===== src/rtl/stream_arb_mux_if.sv =====
// -----------------------------------------------------------------------------
// stream_arb_mux_if
// Bundle of the packet-stream signals around stream_arb_mux.
//   Input side : in_data (CHANNELS*WIDTH, channel i at [i*WIDTH +: WIDTH]),
//                in_valid, in_last (CHANNELS), in_ready (CHANNELS, from mux)
//   Output side: out_data (WIDTH), out_valid, out_last, out_sel (source channel),
//                out_ready (from downstream)
// modport master : the environment that feeds inputs and consumes the output.
// modport slave  : the mux itself.
// -----------------------------------------------------------------------------
interface stream_arb_mux_if #(
    parameter int WIDTH    = 8,
    parameter int CHANNELS = 4
);
    localparam int SEL_W = $clog2(CHANNELS);

    logic [CHANNELS*WIDTH-1:0] in_data;
    logic [CHANNELS-1:0]       in_valid;
    logic [CHANNELS-1:0]       in_last;
    logic [CHANNELS-1:0]       in_ready;

    logic [WIDTH-1:0]          out_data;
    logic                      out_valid;
    logic                      out_last;
    logic [SEL_W-1:0]          out_sel;
    logic                      out_ready;

    modport master (
        output in_data, in_valid, in_last, out_ready,
        input  in_ready, out_data, out_valid, out_last, out_sel
    );

    modport slave (
        input  in_data, in_valid, in_last, out_ready,
        output in_ready, out_data, out_valid, out_last, out_sel
    );
endinterface


===== src/rtl/stream_arb_mux.sv =====
// -----------------------------------------------------------------------------
// stream_arb_mux
// Packet-aware N:1 stream multiplexer with a single output register.
// A channel wins arbitration on its first beat and keeps the grant until its
// last beat is accepted. Arbitration is round-robin (RR=1) or fixed priority,
// lowest index first (RR=0).
// Ports:
//   clk   - rising-edge clock
//   reset - synchronous, active-high; abandons any packet in flight
//   bus   - stream_arb_mux_if.slave: in_data/in_valid/in_last/in_ready per
//           channel, out_data/out_valid/out_last/out_sel/out_ready
// -----------------------------------------------------------------------------
module stream_arb_mux #(
    parameter int WIDTH    = 8,
    parameter int CHANNELS = 4,
    parameter int RR       = 1
) (
    input  logic            clk,
    input  logic            reset,
    stream_arb_mux_if.slave bus
);
    localparam int SEL_W = $clog2(CHANNELS);

    typedef enum logic {ARB, LOCKED} state_t;

    state_t              state_q, state_d;
    logic [SEL_W-1:0]    lock_q, lock_d;
    logic [SEL_W-1:0]    ptr_q, ptr_d;

    logic [2*CHANNELS-1:0] valid_rot;
    logic [SEL_W:0]      pick_sum;
    logic [SEL_W-1:0]    arb_pick;
    logic                arb_found;
    logic [SEL_W-1:0]    grant;
    logic                can_load;
    logic [CHANNELS-1:0] ready;
    logic                accept;
    logic [WIDTH-1:0]    sel_data;
    logic                sel_last;

    logic [WIDTH-1:0]    data_q;
    logic                valid_q;
    logic                last_q;
    logic [SEL_W-1:0]    sel_q;

    // Rotate the valids so bit 0 is the channel at the priority pointer, then
    // take the lowest set bit; scanning downward lets the nearest one win.
    // NOTE: every signal written in always_comb gets a default first so no
    // path leaves it unassigned, which would otherwise infer a latch.
    always_comb begin
        valid_rot = {bus.in_valid, bus.in_valid} >> ptr_q;
        arb_pick  = '0;
        arb_found = 1'b0;
        pick_sum  = '0;
        for (int k = CHANNELS - 1; k >= 0; k--) begin
            if (valid_rot[k]) begin
                pick_sum = {1'b0, ptr_q} + (SEL_W + 1)'(k);
                if (pick_sum >= (SEL_W + 1)'(CHANNELS)) begin
                    pick_sum = pick_sum - (SEL_W + 1)'(CHANNELS);
                end
                arb_pick  = pick_sum[SEL_W-1:0];
                arb_found = 1'b1;
            end
        end
    end

    // A locked channel keeps the grant even while its valid is low, so the
    // output simply waits for the rest of the packet.
    assign grant    = (state_q == LOCKED) ? lock_q : arb_pick;
    assign can_load = !valid_q || bus.out_ready;

    always_comb begin
        ready = '0;
        if (!reset && can_load && ((state_q == LOCKED) || arb_found)) begin
            ready[grant] = 1'b1;
        end
    end

    assign accept = |(ready & bus.in_valid);

    always_comb begin
        sel_data = '0;
        sel_last = 1'b0;
        for (int i = 0; i < CHANNELS; i++) begin
            if (grant == SEL_W'(i)) begin
                sel_data = bus.in_data[i*WIDTH +: WIDTH];
                sel_last = bus.in_last[i];
            end
        end
    end

    // Packet tracking: lock on a non-last beat, release and advance the
    // pointer (round-robin only) once the last beat goes through.
    always_comb begin
        state_d = state_q;
        lock_d  = lock_q;
        ptr_d   = ptr_q;
        if (accept) begin
            if (sel_last) begin
                state_d = ARB;
                if (RR != 0) begin
                    ptr_d = (grant == SEL_W'(CHANNELS - 1)) ? '0 : grant + 1'b1;
                end
            end else begin
                state_d = LOCKED;
                lock_d  = grant;
            end
        end
    end

    // NOTE: sequential state uses non-blocking assignments so every register
    // samples the pre-edge values, independent of statement order.
    always_ff @(posedge clk) begin
        if (reset) begin
            state_q <= ARB;
            lock_q  <= '0;
            ptr_q   <= '0;
        end else begin
            state_q <= state_d;
            lock_q  <= lock_d;
            ptr_q   <= ptr_d;
        end
    end

    // NOTE: the datapath register is reset as well, so out_data/out_sel never
    // expose a value left over from before reset.
    always_ff @(posedge clk) begin
        if (reset) begin
            valid_q <= 1'b0;
            data_q  <= '0;
            last_q  <= 1'b0;
            sel_q   <= '0;
        end else if (accept) begin
            valid_q <= 1'b1;
            data_q  <= sel_data;
            last_q  <= sel_last;
            sel_q   <= grant;
        end else if (bus.out_ready) begin
            valid_q <= 1'b0;
        end
    end

    assign bus.in_ready  = ready;
    assign bus.out_data  = data_q;
    assign bus.out_valid = valid_q;
    assign bus.out_last  = last_q;
    assign bus.out_sel   = sel_q;
endmodule


===== src/flat_wrapper.sv =====
// flat-port wrapper written by rule: the top's interface ports become plain ports
module stream_arb_mux_flat 
#(
    parameter int WIDTH    = 8,
    parameter int CHANNELS = 4,
    parameter int RR       = 1
)
  (clk, reset, bus_in_data, bus_in_valid, bus_in_last, bus_out_ready, bus_in_ready, bus_out_data, bus_out_valid, bus_out_last, bus_out_sel);
  stream_arb_mux_if #(.WIDTH(WIDTH), .CHANNELS(CHANNELS)) bus_i ();
  input  logic clk;
  input  logic reset;
  input wire logic [$bits(bus_i.in_data)-1:0] bus_in_data;
  input wire logic [$bits(bus_i.in_valid)-1:0] bus_in_valid;
  input wire logic [$bits(bus_i.in_last)-1:0] bus_in_last;
  input wire logic [$bits(bus_i.out_ready)-1:0] bus_out_ready;
  output wire logic [$bits(bus_i.in_ready)-1:0] bus_in_ready;
  output wire logic [$bits(bus_i.out_data)-1:0] bus_out_data;
  output wire logic [$bits(bus_i.out_valid)-1:0] bus_out_valid;
  output wire logic [$bits(bus_i.out_last)-1:0] bus_out_last;
  output wire logic [$bits(bus_i.out_sel)-1:0] bus_out_sel;
  assign bus_i.in_data = bus_in_data;
  assign bus_i.in_valid = bus_in_valid;
  assign bus_i.in_last = bus_in_last;
  assign bus_i.out_ready = bus_out_ready;
  assign bus_in_ready = bus_i.in_ready;
  assign bus_out_data = bus_i.out_data;
  assign bus_out_valid = bus_i.out_valid;
  assign bus_out_last = bus_i.out_last;
  assign bus_out_sel = bus_i.out_sel;
  stream_arb_mux #(.WIDTH(WIDTH), .CHANNELS(CHANNELS), .RR(RR)) u_core (.clk(clk), .reset(reset), .bus(bus_i));
endmodule

===== config.mk =====
export PLATFORM = sky130hd
export DESIGN_NAME = stream_arb_mux_flat
export DESIGN_NICKNAME = d
export VERILOG_FILES = /design/src/rtl/stream_arb_mux_if.sv /design/src/rtl/stream_arb_mux.sv /design/src/flat_wrapper.sv
export SDC_FILE = /design/constraint.sdc
export NUM_CORES = 1
export LEC_CHECK = 0
export CAP_MARGIN = 20
export CELL_PAD_IN_SITES_DETAIL_PLACEMENT = 0
export CELL_PAD_IN_SITES_GLOBAL_PLACEMENT = 2
export CORE_ASPECT_RATIO = 0.9
export CORE_UTILIZATION = 34
export CTS_CLUSTER_SIZE = 24
export DETAILED_ROUTE_END_ITERATION = 10
export DONT_BUFFER_PORTS = 1
export PLACE_DENSITY_LB_ADDON = 0.1
export SLEW_MARGIN = 20
export SYNTH_ARGS = -nofsm -noshare
export SYNTH_HDL_FRONTEND = slang
export SYNTH_SLANG_ARGS = --single-unit
export TNS_END_PERCENT = 1

===== constraint.sdc =====
create_clock -name clk -period 4.75 [get_ports clk]
set_input_delay 1.1875 -clock clk [delete_from_list [all_inputs] [get_ports clk]]
set_output_delay 1.1875 -clock clk [all_outputs]
set_load 0.02 [all_outputs]

==> impl_metrics.py, run 1 <==
metrics = {
    "clocking": {
        "clkLatencyLatePin_ns": 0.25,
        "cts_resized": 0,
        "cts-hold-fix-buffers": 0,
        "clock_path_buffers": 2,
        "cts_sinks": 17,
        "post_cts_buffers": 0,
        "numCtsBuffers": 3,
        "htree_levels": 1,
        "cts-root-buf": "clkbuf_8",
        "cts_tree": "yes",
        "path_clk_slew_ns": 0.06,
    },
    "sta": {
        "worstMarginPinSlew_ns": 0.572,
        "fmax_mhz": 248,
        "min_period_over_period_pct": 84.7,
        "tns_ns": 0,
        "hold_viol": 0,
        "rsz0062_at_grt": "no",
        "layout_min_cycle_time_ns": 4.03,
        "holdWs_ns": 0.514,
        "slew_headroom_pct": 61.8,
        "finClkSkew_ns": 0.00400,
        "setup_ws_ns": 0.725,
        "finalMaxSlewViolations": 0,
        "setup_viol": 0,
    },
    "synthesis": {
        "synth.distinct_cells": 32,
        "syn_area_um2": 1130,
        "synth_area_per_cell_um2": 7.77,
        "yosysSeqAreaShare_pct": 30.2,
        "synth_top_area_cell": "dfxtp_1",
        "synthMuxAreaShare_pct": 0.889,
        "synth-compound-area-share_pct": 30.7,
        "synth_edf_count": 0,
        "synth_top_family_by_area": "compound AO/OA/AOI/OAI gates",
        "synthesis.nets": 192,
        "netlist_instances": 145,
        "ys_warn_count": 0,
        "synth_xor_area_share_pct": 0,
        "synthAdderAreaFrac_pct": 4.44,
        "ys_ff_latch": 17,
        "yosys-top-cells-area": "dfxtp_1 (30%), a211oi_1 (7.3%), a21oi_1 (6.7%)",
        "synthSimpleGateAreaFrac_pct": 25.9,
        "synth_common_cells": "dfxtp_1 (17), nor2_1 (17), a21oi_1 (15)",
        "synth-async-reset-ratio_pct": 0,
        "ys.flop_type": "dfxtp_1",
        "synth_top_area_share_pct": 30.2,
    },
    "global_route": {
        "track_usage_pct": 17.3,
        "antenna_found_initial": 0,
        "grt_pass1_vias": 959,
        "grt-ovfl-total": 0,
        "grt_max_degree": 29,
        "grt_first_pass_wirelength_mm": 4.77,
    },
    "drt": {
        "drt-total-wl_mm": 3.04,
        "drc": 0,
        "via_count": 1039,
        "postRouteAntennaNets": 0,
        "wl_per_cell_um": 16.8,
        "viasPerCell": 5.74,
        "drtIter0Drc": 67,
        "first_pass_iters": 4,
    },
    "critical_path": {
        "cp-end-kind": "primary output",
        "cp-start-kind": "input port",
        "crit_type": "input port to primary output",
        "cp.required_ns": 3.56,
        "path_max_fanout": 20,
        "critPathArrivalTime_ns": 2.84,
    },
    "final_layout": {
        "drive_gt1_share_pct": 10.1,
        "area_growth_pct": 3.78,
        "nets": 187,
        "num_antenna_cells": 0,
        "fin_util_pct": 37.5,
    },
    "place": {
        "port_buffers": 0,
        "dp_slack_ns": 0.733,
        "place.gp.congestion": 0.816,
        "dp_hpwl_mm": 2.32,
    },
    "outcome": {
        "status": "finished clean",
    },
    "pwr": {
        "powerDensity_nw_per_um2": 430,
        "leakage_nw": 0.409,
        "finalPower_w": 0.000503,
        "vdd_drop_max_mv": 0.186,
    },
    "hold_path": {
        "hp-class": "register to register",
    },
    "die": {
        "die_h_um": 56.6,
        "core-area_um2": 3110,
        "dieWidth_um": 62.7,
        "fp-row-count": 19,
        "start_util_pct": 36.2,
        "io_pins": 59,
        "die_area_um2": 3550,
    },
    "flow_run": {
        "timing.max_cap.violations": 0,
    },
}
## layout by cell type, fill, tap and decap left out
master	netlist	layout
a211oi_2	1	1
and2_2	5	5
a311oi_1	1	1
buf_4	0	2
mux2i_1	1	1
nor3_2	1	1
o41ai_1	1	1
clkbuf_1	6	1
a22oi_1	3	3
a32oi_1	1	1
or3_1	1	1
nor2_1	17	17
clkbuf_8	0	3
a211oi_1	11	11
nand2b_1	2	2
ha_1	4	4
or2b_1	1	1
nor3_1	8	8
o21ai_0	5	5
a21o_1	1	1
dfxtp_1	17	17
o311ai_0	1	1
a31o_2	1	1
nand2_2	1	1
nand3_1	2	2
a221oi_1	8	8
a21oi_1	15	15
nor2b_1	12	12
inv_1	5	5
a31oi_1	1	1
nand2_1	6	6
## worst paths after layout
kind                                       start                to  slack (ns)  cells past startpoint
worst max-delay path             bus_in_valid[2]   bus_in_ready[3]        0.72                      7
worst min-delay path            u_core.lock_q[0]  u_core.lock_q[0]        0.51                      2
worst max register to register   u_core.ptr_q[0]  u_core.lock_q[0]        1.66                     10
worst min register to register  u_core.lock_q[0]  u_core.lock_q[0]        0.51                      2
## worst max-delay path, cell delays in order
cell	delay (ns)
or2b_1	0.21
a21o_1	0.19
a32oi_1	0.45
inv_1	0.15
ha_1	0.22
buf_4	0.20
and2_2	0.23
## power by group
part / switching, W / internal, W
Clock: 0.0000474 / 0.0000595
Sequential: 0.0000369 / 0.000165
Combinational: 0.000118 / 0.0000760
Total: 0.000203 / 0.000300
## registers in the layout, summed over array words and instances (netlist names)
| signal | cells |
|---|---|
| u_core.state_q | 1 |
| u_core.bus.out_valid | 1 |
| u_core.bus.out_last | 1 |
| u_core.ptr_q | 2 |
| u_core.lock_q | 2 |
| u_core.bus.out_data | 8 |
| u_core.bus.out_sel | 2 |
## layout make-up
type                       count  area [um^2]
fill                         328         1950
multi-input combinational    111          697
sequential                    17          340
tap                           42         52.6
clock buffer                   4         45.0
inverter                       5         18.8
timing repair buffer           2         15.0
## layer usage
layer  routed length [um]  GRT usage [%]  share of wire, %
met1                 1490           24.8                49
met2                 1220           23.3                40
met3                  295           6.10               9.7
met4                   33           6.31               1.1
met5                    0              0                 0
## cells by family (layout without fill, tap and decap cells)
family	Yosys count	after routing
adder cells (fa/ha/maj)	4	4
multiplexers	1	1
AND/OR/NAND/NOR	56	56
flip-flops	17	17
buffers and inverters	17	11
AO/OA/AOI/OAI	50	50
## stage by stage
stage                     instance area [um^2]  std cells
after floorplan                           1130        145
after global placement                    1120        177
after detailed placement                  1120        177
after CTS                                 1170        181
after global routing                      1170        181
final                                     1170        181
No activity file was read; power rests on OpenSTA's default activity.
==> run 2, diff against run 1 <==
--- a/config.mk
+++ b/config.mk
@@ -9,7 +9,7 @@
 export CELL_PAD_IN_SITES_DETAIL_PLACEMENT = 0
 export CELL_PAD_IN_SITES_GLOBAL_PLACEMENT = 2
 export CORE_ASPECT_RATIO = 0.9
-export CORE_UTILIZATION = 34
+export CORE_UTILIZATION = 29
 export CTS_CLUSTER_SIZE = 24
 export DETAILED_ROUTE_END_ITERATION = 10
 export DONT_BUFFER_PORTS = 1
==> constraint.sdc (replaced) <==
create_clock -name clk -period 3.4 [get_ports clk]
set_input_delay 0.85 -clock clk [delete_from_list [all_inputs] [get_ports clk]]
set_output_delay 0.85 -clock clk [all_outputs]
set_load 0.02 [all_outputs]
==> impl_metrics.py, run 2 (synthesized netlist as in run 1, its figures left out) <==
metrics = {
    "place": {
        "dpl-instance-area_um2": 1150,
        "place.gp.congestion": 0.714,
        "port_buffers": 0,
        "dp_cells": 184,
        "dp_hpwl_mm": 2.40,
    },
    "sta": {
        "slew_headroom_pct": 68.4,
        "setup_viol": 0,
        "layout_min_cycle_time_ns": 3.14,
        "min_period_over_period_pct": 92.5,
        "finClkSkew_ns": 0.00479,
        "worstMarginPinSlew_ns": 0.474,
        "rsz0062_at_grt": "no",
        "fmax_mhz": 318,
        "tns_ns": 0,
        "finalMaxSlewViolations": 0,
        "hold_viol": 0,
    },
    "clocking": {
        "cts_tree": "yes",
        "path_clk_slew_ns": 0.06,
        "post_cts_buffers": 0,
        "clock_path_buffers": 2,
        "numCtsBuffers": 3,
        "cts_sinks": 17,
        "cts-root-buf": "clkbuf_8",
        "cts-hold-fix-buffers": 0,
        "htree_levels": 1,
        "clkLatencyLatePin_ns": 0.25,
        "cts_resized": 0,
    },
    "drt": {
        "viasPerCell": 5.53,
        "route.met3.wl_um": 241,
        "wl_per_cell_um": 16.3,
        "first_pass_iters": 7,
        "drt-met1-wl_mm": 1.23,
        "drc": 2,
        "drtIter0Drc": 52,
        "met2_length_mm": 1.59,
        "via_count": 1040,
        "postRouteAntennaNets": 0,
        "drt-total-wl_mm": 3.06,
        "top_layer_used": "met3",
    },
    "critical_path": {
        "r2r-end": "u_core.lock_q[1]",
        "cp-start-kind": "input port",
        "critPathArrivalTime_ns": 2.29,
        "path_max_fanout": 6,
        "critPathLaunch": "bus_in_valid[2]",
        "max_stage_delay_ns": 0.41,
        "path_delay_family": "compound AO/OA/AOI/OAI gates",
        "crit_path_cell_trace": "or2b_1, a21o_1, a32oi_1, inv_1, ha_1, and2_2",
        "path_buf_inv": 1,
        "cp-end-kind": "primary output",
        "crit_type": "input port to primary output",
        "crit_end": "bus_in_ready[3]",
        "cp.depth": 6,
        "regToRegStartpoint": "u_core.ptr_q[0]",
        "slowest_stage": "a32oi_1",
        "r2r_cells": 9,
        "cp.required_ns": 2.55,
        "r2r_setup_slack_ns": 0.77,
    },
    "die": {
        "dieWidth_um": 67.7,
        "fp-row-count": 21,
        "core-area_um2": 3700,
        "die_h_um": 61.1,
        "start_util_pct": 30.4,
        "io_pins": 59,
        "die_area_um2": 4140,
    },
    "final_layout": {
        "multiInputGateArea_um2": 697,
        "final_cells": 188,
        "area.sequential_um2": 340,
        "fill_cells": 413,
        "stdcell_area_um2": 1200,
        "drive_gt1_share_pct": 12.7,
        "area_growth_pct": 6.33,
        "fin_util_pct": 32.3,
        "nets": 190,
        "num_antenna_cells": 0,
        "largest_reg_flops": 8,
        "final_cell_mix": "nor2_1 (17), dfxtp_1 (17), a21oi_1 (15)",
    },
    "global_route": {
        "grt_max_degree": 29,
        "grt_first_pass_wirelength_mm": 4.65,
        "grt_pass1_vias": 976,
        "track_usage_pct": 15.4,
        "antenna_found_initial": 0,
        "grt-ovfl-total": 0,
    },
    "pwr": {
        "powerDensity_nw_per_um2": 594,
        "leakage_nw": 0.426,
        "finalPower_w": 0.000712,
        "vdd_drop_max_mv": 0.185,
    },
    "hold_path": {
        "hold-path-cell-count": 2,
        "hp-class": "register to register",
    },
    "outcome": {
        "violations": "DRC",
        "status": "complete, but fails checks",
    },
    "flow_run": {
        "timing.max_cap.violations": 0,
    },
}
-- run 2: worst reg2reg max path: cells and delay by family, from the launching register on --
family	cells	cell delay (ns)
AO/OA/AOI/OAI	5	1.09
adder cells (fa/ha/maj)	1	0.34
flip-flops	1	0.34
AND/OR/NAND/NOR	3	0.75
-- run 2: layer usage --
metal | global-route usage, % | up-vias
li1 | - | 527
met1 | 17.4 | 479
met2 | 27.4 | 34
met3 | 6.67 | 0
met4 | 1.82 | 0
met5 | 0 | -
-- run 2: worst min path at each step --
stage,end,from
after CTS,u_core.lock_q[0],u_core.lock_q[0]
after global routing,u_core.lock_q[1],u_core.lock_q[1]
after floorplan,u_core.lock_q[0],u_core.lock_q[0]
after global placement,u_core.lock_q[0],u_core.lock_q[0]
final,u_core.lock_q[0],u_core.lock_q[0]
after detailed placement,u_core.ptr_q[0],u_core.ptr_q[0]
-- run 2: area by class of cell --
| class | instances | area share [%] |
|---|---|---|
| multi-input cells | 111 | 58.2 |
| flip-flops and latches | 17 | 28.4 |
| well taps | 46 | 4.81 |
| clock buffers | 3 | 3.45 |
| repair buffers | 5 | 3.13 |
| inverters | 5 | 1.57 |
| clock inverters | 1 | 0.418 |
-- run 2: through the flow --
stage,hold slack [ns],worst slack [ns]
after CTS,0.530,0.244
after detailed placement,0.519,0.241
final,0.526,0.256
after global routing,0.556,0.138
after global placement,0.502,0.233
after floorplan,0.479,0.0105
-- run 2: power breakdown --
| group | switching [W] | internal (W) |
|---|---|---|
| Clock | 0.0000657 | 0.0000811 |
| Sequential | 0.0000518 | 0.000230 |
| Combinational | 0.000165 | 0.000118 |
==> RTL change 1, RTL diff (settings of run 2) <==
`CHANNELS` is set to 4 in 3 places; all go to 8.
--- a/src/rtl/stream_arb_mux_if.sv
+++ b/src/rtl/stream_arb_mux_if.sv
@@ -12,3 +12,3 @@
     parameter int WIDTH    = 8,
-    parameter int CHANNELS = 4
+    parameter int CHANNELS = 8
 );
--- a/src/rtl/stream_arb_mux.sv
+++ b/src/rtl/stream_arb_mux.sv
@@ -14,3 +14,3 @@
     parameter int WIDTH    = 8,
-    parameter int CHANNELS = 4,
+    parameter int CHANNELS = 8,
     parameter int RR       = 1
--- a/src/flat_wrapper.sv
+++ b/src/flat_wrapper.sv
@@ -4,3 +4,3 @@
     parameter int WIDTH    = 8,
-    parameter int CHANNELS = 4,
+    parameter int CHANNELS = 8,
     parameter int RR       = 1
Ports: changed (5 resized); port bits go from 59 to 104. The function was not compared with the original's and may differ.
==> RTL change 1 against run 2 <==
The run ends with setup timing left. Highest routed layer is now met4. Setup slack lost 1.0 ns. Area after synthesis rose to 2.6 times the old value. Design area rose to 3.5 times the old value. Sequential cell count is 3 higher. Synthesized cell count rose to 2.6 times the old value. Fmax down 24%. Power grew to 7.1 times the old value. Wire length increased to 3.5 times the old value.
==> RTL change 1: results (changes against run 2) <==
status: "complete, but fails checks"
violations: "setup timing"
drt_iter0_drc: 195  # +280%
num_antenna_cells: 0  # unchanged
postRouteAntennaNets: 0  # unchanged
vdd_drop_max_mv: 0.561  # +200%
grt_pass1_wl_microns: 17100  # +270%
path_max_fanout: 11  # +5
pre_cts_slack_ns: -1.07  # -1.31 ns
synth_fp_nets: 470  # +140%
yosysSeqAreaShare: 0.137  # -0.165
antenna_found_initial: 0  # unchanged
syn-mean-instance-area_sq_um: 7.69  # -1.0%
worstHoldStart: "u_core.lock_q[1]"
numCtsBuffers: 3  # unchanged
layout-drive-gt1-share: 0.416  # +0.290
final_cells: 587  # +210%
yosysUniqueCellTypes: 72  # +130%
vias_per_cell: 5.55  # +0.24%
portBuffers: 0  # unchanged
ys_top_cells_by_count: "39 x nand2_1, 33 x nor2_1, 23 x a21oi_1"
hold_path_class: "reg2reg"
largest_reg_flops: 8  # unchanged
hold_viol_final: 0  # unchanged
htree_levels: 1  # unchanged
synthArstFlopShare: 0  # unchanged
synth_ff_type: "dfxtp_1"
yosys_warnings: 0  # unchanged
fin_ws_ns: -0.753  # -1.01 ns
clkTransAtPathRegs_ns: 0.07
crit_arrival_ns: 3.30  # +1.01 ns
grt_use_total: 0.207  # +0.0531
clock_latency_ns: 0.25  # about the same
clockRootBuffer: "clkbuf_8"
leakagePower_nw: 1.67  # +290%
finalWirelength_microns: 10800  # +250%
fin_nets: 553  # +190%
worst_pin_slew_ns: 0.481  # +0.00675 ns
first_global_vias: 3145  # +220%
clockBufferDepth: 2  # unchanged
cp-startpoint: "bus_in_valid[5]"
fillCellCount: 985  # +140%
dr.pass1.iters: 5  # -2
grt_max_degree: 25  # -14%
dp.final_hpwl_microns: 8690  # +260%
synthTopCellsByArea: "dfxtp_1 14%, mux4_2 7.7%, nand2_1 5.0%, nor2_1 4.3%, mux2_2 4.3%"
routabilityCongestion: 0.862  # +21%
fin_skew_ns: 0.00318  # -0.00162 ns
reg2reg_from: "u_core.ptr_q[0]"
dpl.cell_count: 580  # +220%
finalSetupViolCount: 28  # +28
tns_ns: -14.13  # -14.13 ns
RTL change 1: what timing repair did:
item / CTS / global route
pin swaps: 9 / 9
buffers inserted: 2 / 1
resized for setup: 41 / 32
endpoints found under the setup margin: 28 / 28
RTL change 1: cells by family (layout without fill, tap and decap cells):
group,Yosys count,in the layout,share of synthesized area
adders and majority gates,8,8,0.0344
buffers and inverters,41,123,0.0640
muxes,43,43,0.202
and+or+nand+nor,146,146,0.262
DFF,20,20,0.137
AOI/OAI and AO/OA,121,121,0.300
RTL change 1: through the flow:
stage	area (sq um)	utilization
floorplan	2970	-
global placement	3780	0.390
detailed placement	3780	0.390
CTS	4010	0.414
global route	4140	0.427
finish	4140	0.427
RTL change 1: layout make-up:
cell class	instances	area [sq um]	area share
inverter	11	48.8	0.0118
clock buffer	3	41.3	0.00996
clock inverter	1	30.0	0.00725
multi-input combinational	318	2540	0.614
timing repair buffer	108	916	0.221
tap	126	158	0.0380
sequential	20	405	0.0978
RTL change 1: final timing paths:
path                            to  slack (ns)  cells past startpoint
hold reg to reg   u_core.lock_q[1]        0.48                      2
setup reg to reg   u_core.ptr_q[0]       -0.59                     16
hold / removal    u_core.lock_q[1]        0.48                      2
setup / recovery   bus_in_ready[7]       -0.75                     13
RTL change 1: routing by layer:
metal	vias to the layer above	GRT usage	share of wire
met5	-	0	0
met3	6	0.0315	0.067
met1	1552	0.322	0.50
met2	101	0.301	0.42
li1	1596	-	-
met4	0	0.0285	0.0078
RTL change 1: where the power goes:
group / leakage [nW] / switching (mW) / internal (mW)
sequential: 0.164 / 0.110 / 0.318
combinational: 1.47 / 2.26 / 2.12
clock: 0.0357 / 0.0755 / 0.157
total: 1.67 / 2.45 / 2.59
RTL change 1: critical path, cell delays in order:
cell and delay (ns):
mux4_2 0.48, mux2_4 0.31, buf_6 0.13, a211oi_4 0.24, o22ai_4 0.13, buf_6 0.15
nor2_4 0.09, a211oi_4 0.05, buf_6 0.14, buf_6 0.13, or3_4 0.41, nor2_4 0.10
buf_6 0.12
==> RTL change 2, RTL diff (config.mk and constraints of run 2) <==
Without the edit above. Reset style: asynchronous (`reset`), changed in 2 clocked blocks.
--- a/src/rtl/stream_arb_mux.sv
+++ b/src/rtl/stream_arb_mux.sv
@@ -112,3 +112,3 @@
     // samples the pre-edge values, independent of statement order.
-    always_ff @(posedge clk) begin
+    always_ff @(posedge clk or posedge reset) begin
         if (reset) begin
@@ -126,3 +126,3 @@
     // expose a value left over from before reset.
-    always_ff @(posedge clk) begin
+    always_ff @(posedge clk or posedge reset) begin
         if (reset) begin
Behaviour: differs if reset is asserted again (counterexample within 4 cycles, from zero or initial values and one cycle with reset high); with reset held inactive, the same outputs for 10 cycles.
==> RTL change 2 against run 2 <==
Via count down 15%. Area after synthesis decreased by 0.78%. Wire length fell by 11%. Design area grew 3.0%. Global-route usage down 1.4 points. Sequential cell count is the same. Count of clock-buffer cells in the layout up 1. Setup slack got worse by 0.020 ns. Critical path depth stayed put. Fmax fell by 0.63%. Highest routed layer is now met4.
Power is not compared: it rests on default switching activity, and its combinational part moved more than twofold at a synthesized area within 25%.
==> RTL change 2: results (changes against run 2) <==
grt_use_met1: 0.221  # +0.0466
r2r_cells: 11  # +2
grt_use_met3: 0.0282  # -0.0385
critical_path.max_stage_delay_ns: 0.42
vias_per_cell: 5.06  # -8.5%
path_delay_family: "simple AND/OR/NAND/NOR gates"
fin_nets: 176  # -7.4%
cts_resized: 0  # unchanged
routabilityCongestion: 0.715  # +0.14%
grt_pass1_wl_microns: 4110  # -12%
vdd_drop_max_mv: 0.375
synthCells: 126  # -13%
synth_fp_nets: 173  # -9.9%
routedWlPerCell_microns: 15.6  # -4.3%
yosysUniqueCellTypes: 26  # -19%
yosys_warnings: 0  # unchanged
status: "finished, final reports clean"
crit_arrival_ns: 2.31  # +0.02 ns
htree_levels: 1  # unchanged
fillCellCount: 393  # -4.8%
grt_use_total: 0.139  # -0.0142
num_antenna_cells: 0  # unchanged
antenna_found_initial: 0  # unchanged
synthArstFlopShare: 1.00  # +1.00
path_max_fanout: 9  # +3
worst_pin_slew_ns: 0.617  # +0.142 ns
fin_skew_ns: 0.00279  # -0.00200 ns
grt_use_met2: 0.177  # -0.0973
first_global_vias: 825  # -15%
dp.final_hpwl_microns: 2240  # -7.0%
dr.max_layer_used: "met4"
wl_met3_microns: 154  # -36%
pre_cts_slack_ns: 0.158  # -0.0830 ns
vias: 881  # -15%
clockRootBuffer: "clkbuf_8"
leakagePower_nw: 0.533
yosysSeqAreaShare: 0.381  # +0.0785
wl_met1_microns: 1470  # +19%
routed-wl-met2_microns: 1060  # -33%
dr.pass1.iters: 4  # -3
syn2layout_area_growth_pct: 10.4
grt_max_degree: 22  # -24%
layout-drive-gt1-share: 0.148  # +0.0217
worstHoldPathCells: 1  # -1
clockBufferDepth: 2  # unchanged
numCtsBuffers: 3  # unchanged
drt_iter0_drc: 31  # -40%
placed_area_sq_mm: 0.00119  # +3.3%
hold_path_class: "reg2reg"
synth_ff_type: "dfrtp_1"
clkTransAtPathRegs_ns: 0.06  # about the same
ys_top_cells_by_count: "17 x dfrtp_1, 14 x a21oi_1, 12 x nand2_1"
crit_slowest_cell: "ha_1"
portBuffers: 0  # unchanged
synthTopCellsByArea: "dfrtp_1 38%, a21oi_1 6.3%, a221oi_1 6.3%, nor2b_1 5.6%, ha_1 4.5%"
-- RTL change 2: cell types whose count changed in the layout (fill, tap and decap cells not counted), moves of 2 or more --
cell and delta:
and2_1 +4, dfrtp_1 +17, and2_2 -5, dfxtp_1 -17, a211oi_1 -10, mux2_2 +4, nor2b_1 -2, mux2_4 +2
o21ai_0 +5, nor2_1 -15, nand2_1 +6, nand2b_1 +2
-- RTL change 2: final cells by class --
class | instances | share of cell area
tap | 46 | 0.0467
clock buffer | 4 | 0.0365
sequential | 17 | 0.345
timing repair buffer | 6 | 0.0365
multi-input combinational | 95 | 0.517
inverter | 6 | 0.0183
-- RTL change 2: final timing paths --
path	from	slack [ns]	end
worst min register to register	u_core.lock_q[0]	0.52	u_core.lock_q[0]
max in group asynchronous	reset	2.44	u_core.bus.out_data[7]
min in group asynchronous	reset	0.56	u_core.ptr_q[0]
worst min-delay path	u_core.lock_q[0]	0.52	u_core.lock_q[0]
worst max-delay path	bus_in_valid[1]	0.24	bus_in_ready[2]
worst max register to register	u_core.ptr_q[0]	0.61	u_core.ptr_q[1]
-- RTL change 2: report_power, final --
| part | internal (mW) | switching, mW | leakage, nW | total [mW] |
|---|---|---|---|---|
| clock network | 0.0829 | 0.0625 | 0.0228 | 0.145 |
| logic | 0.346 | 0.450 | 0.298 | 0.796 |
| registers | 0.295 | 0.145 | 0.212 | 0.440 |
| total | 0.724 | 0.658 | 0.533 | 1.38 |
-- RTL change 2: kinds of logic after synthesis --
group	share of synthesized area
buffers and inverters	0.0482
AND/OR/NAND/NOR	0.213
flip-flops	0.381
AO/OA/AOI/OAI	0.228
adder cells (fa/ha/maj)	0.0448
multiplexers	0.0851
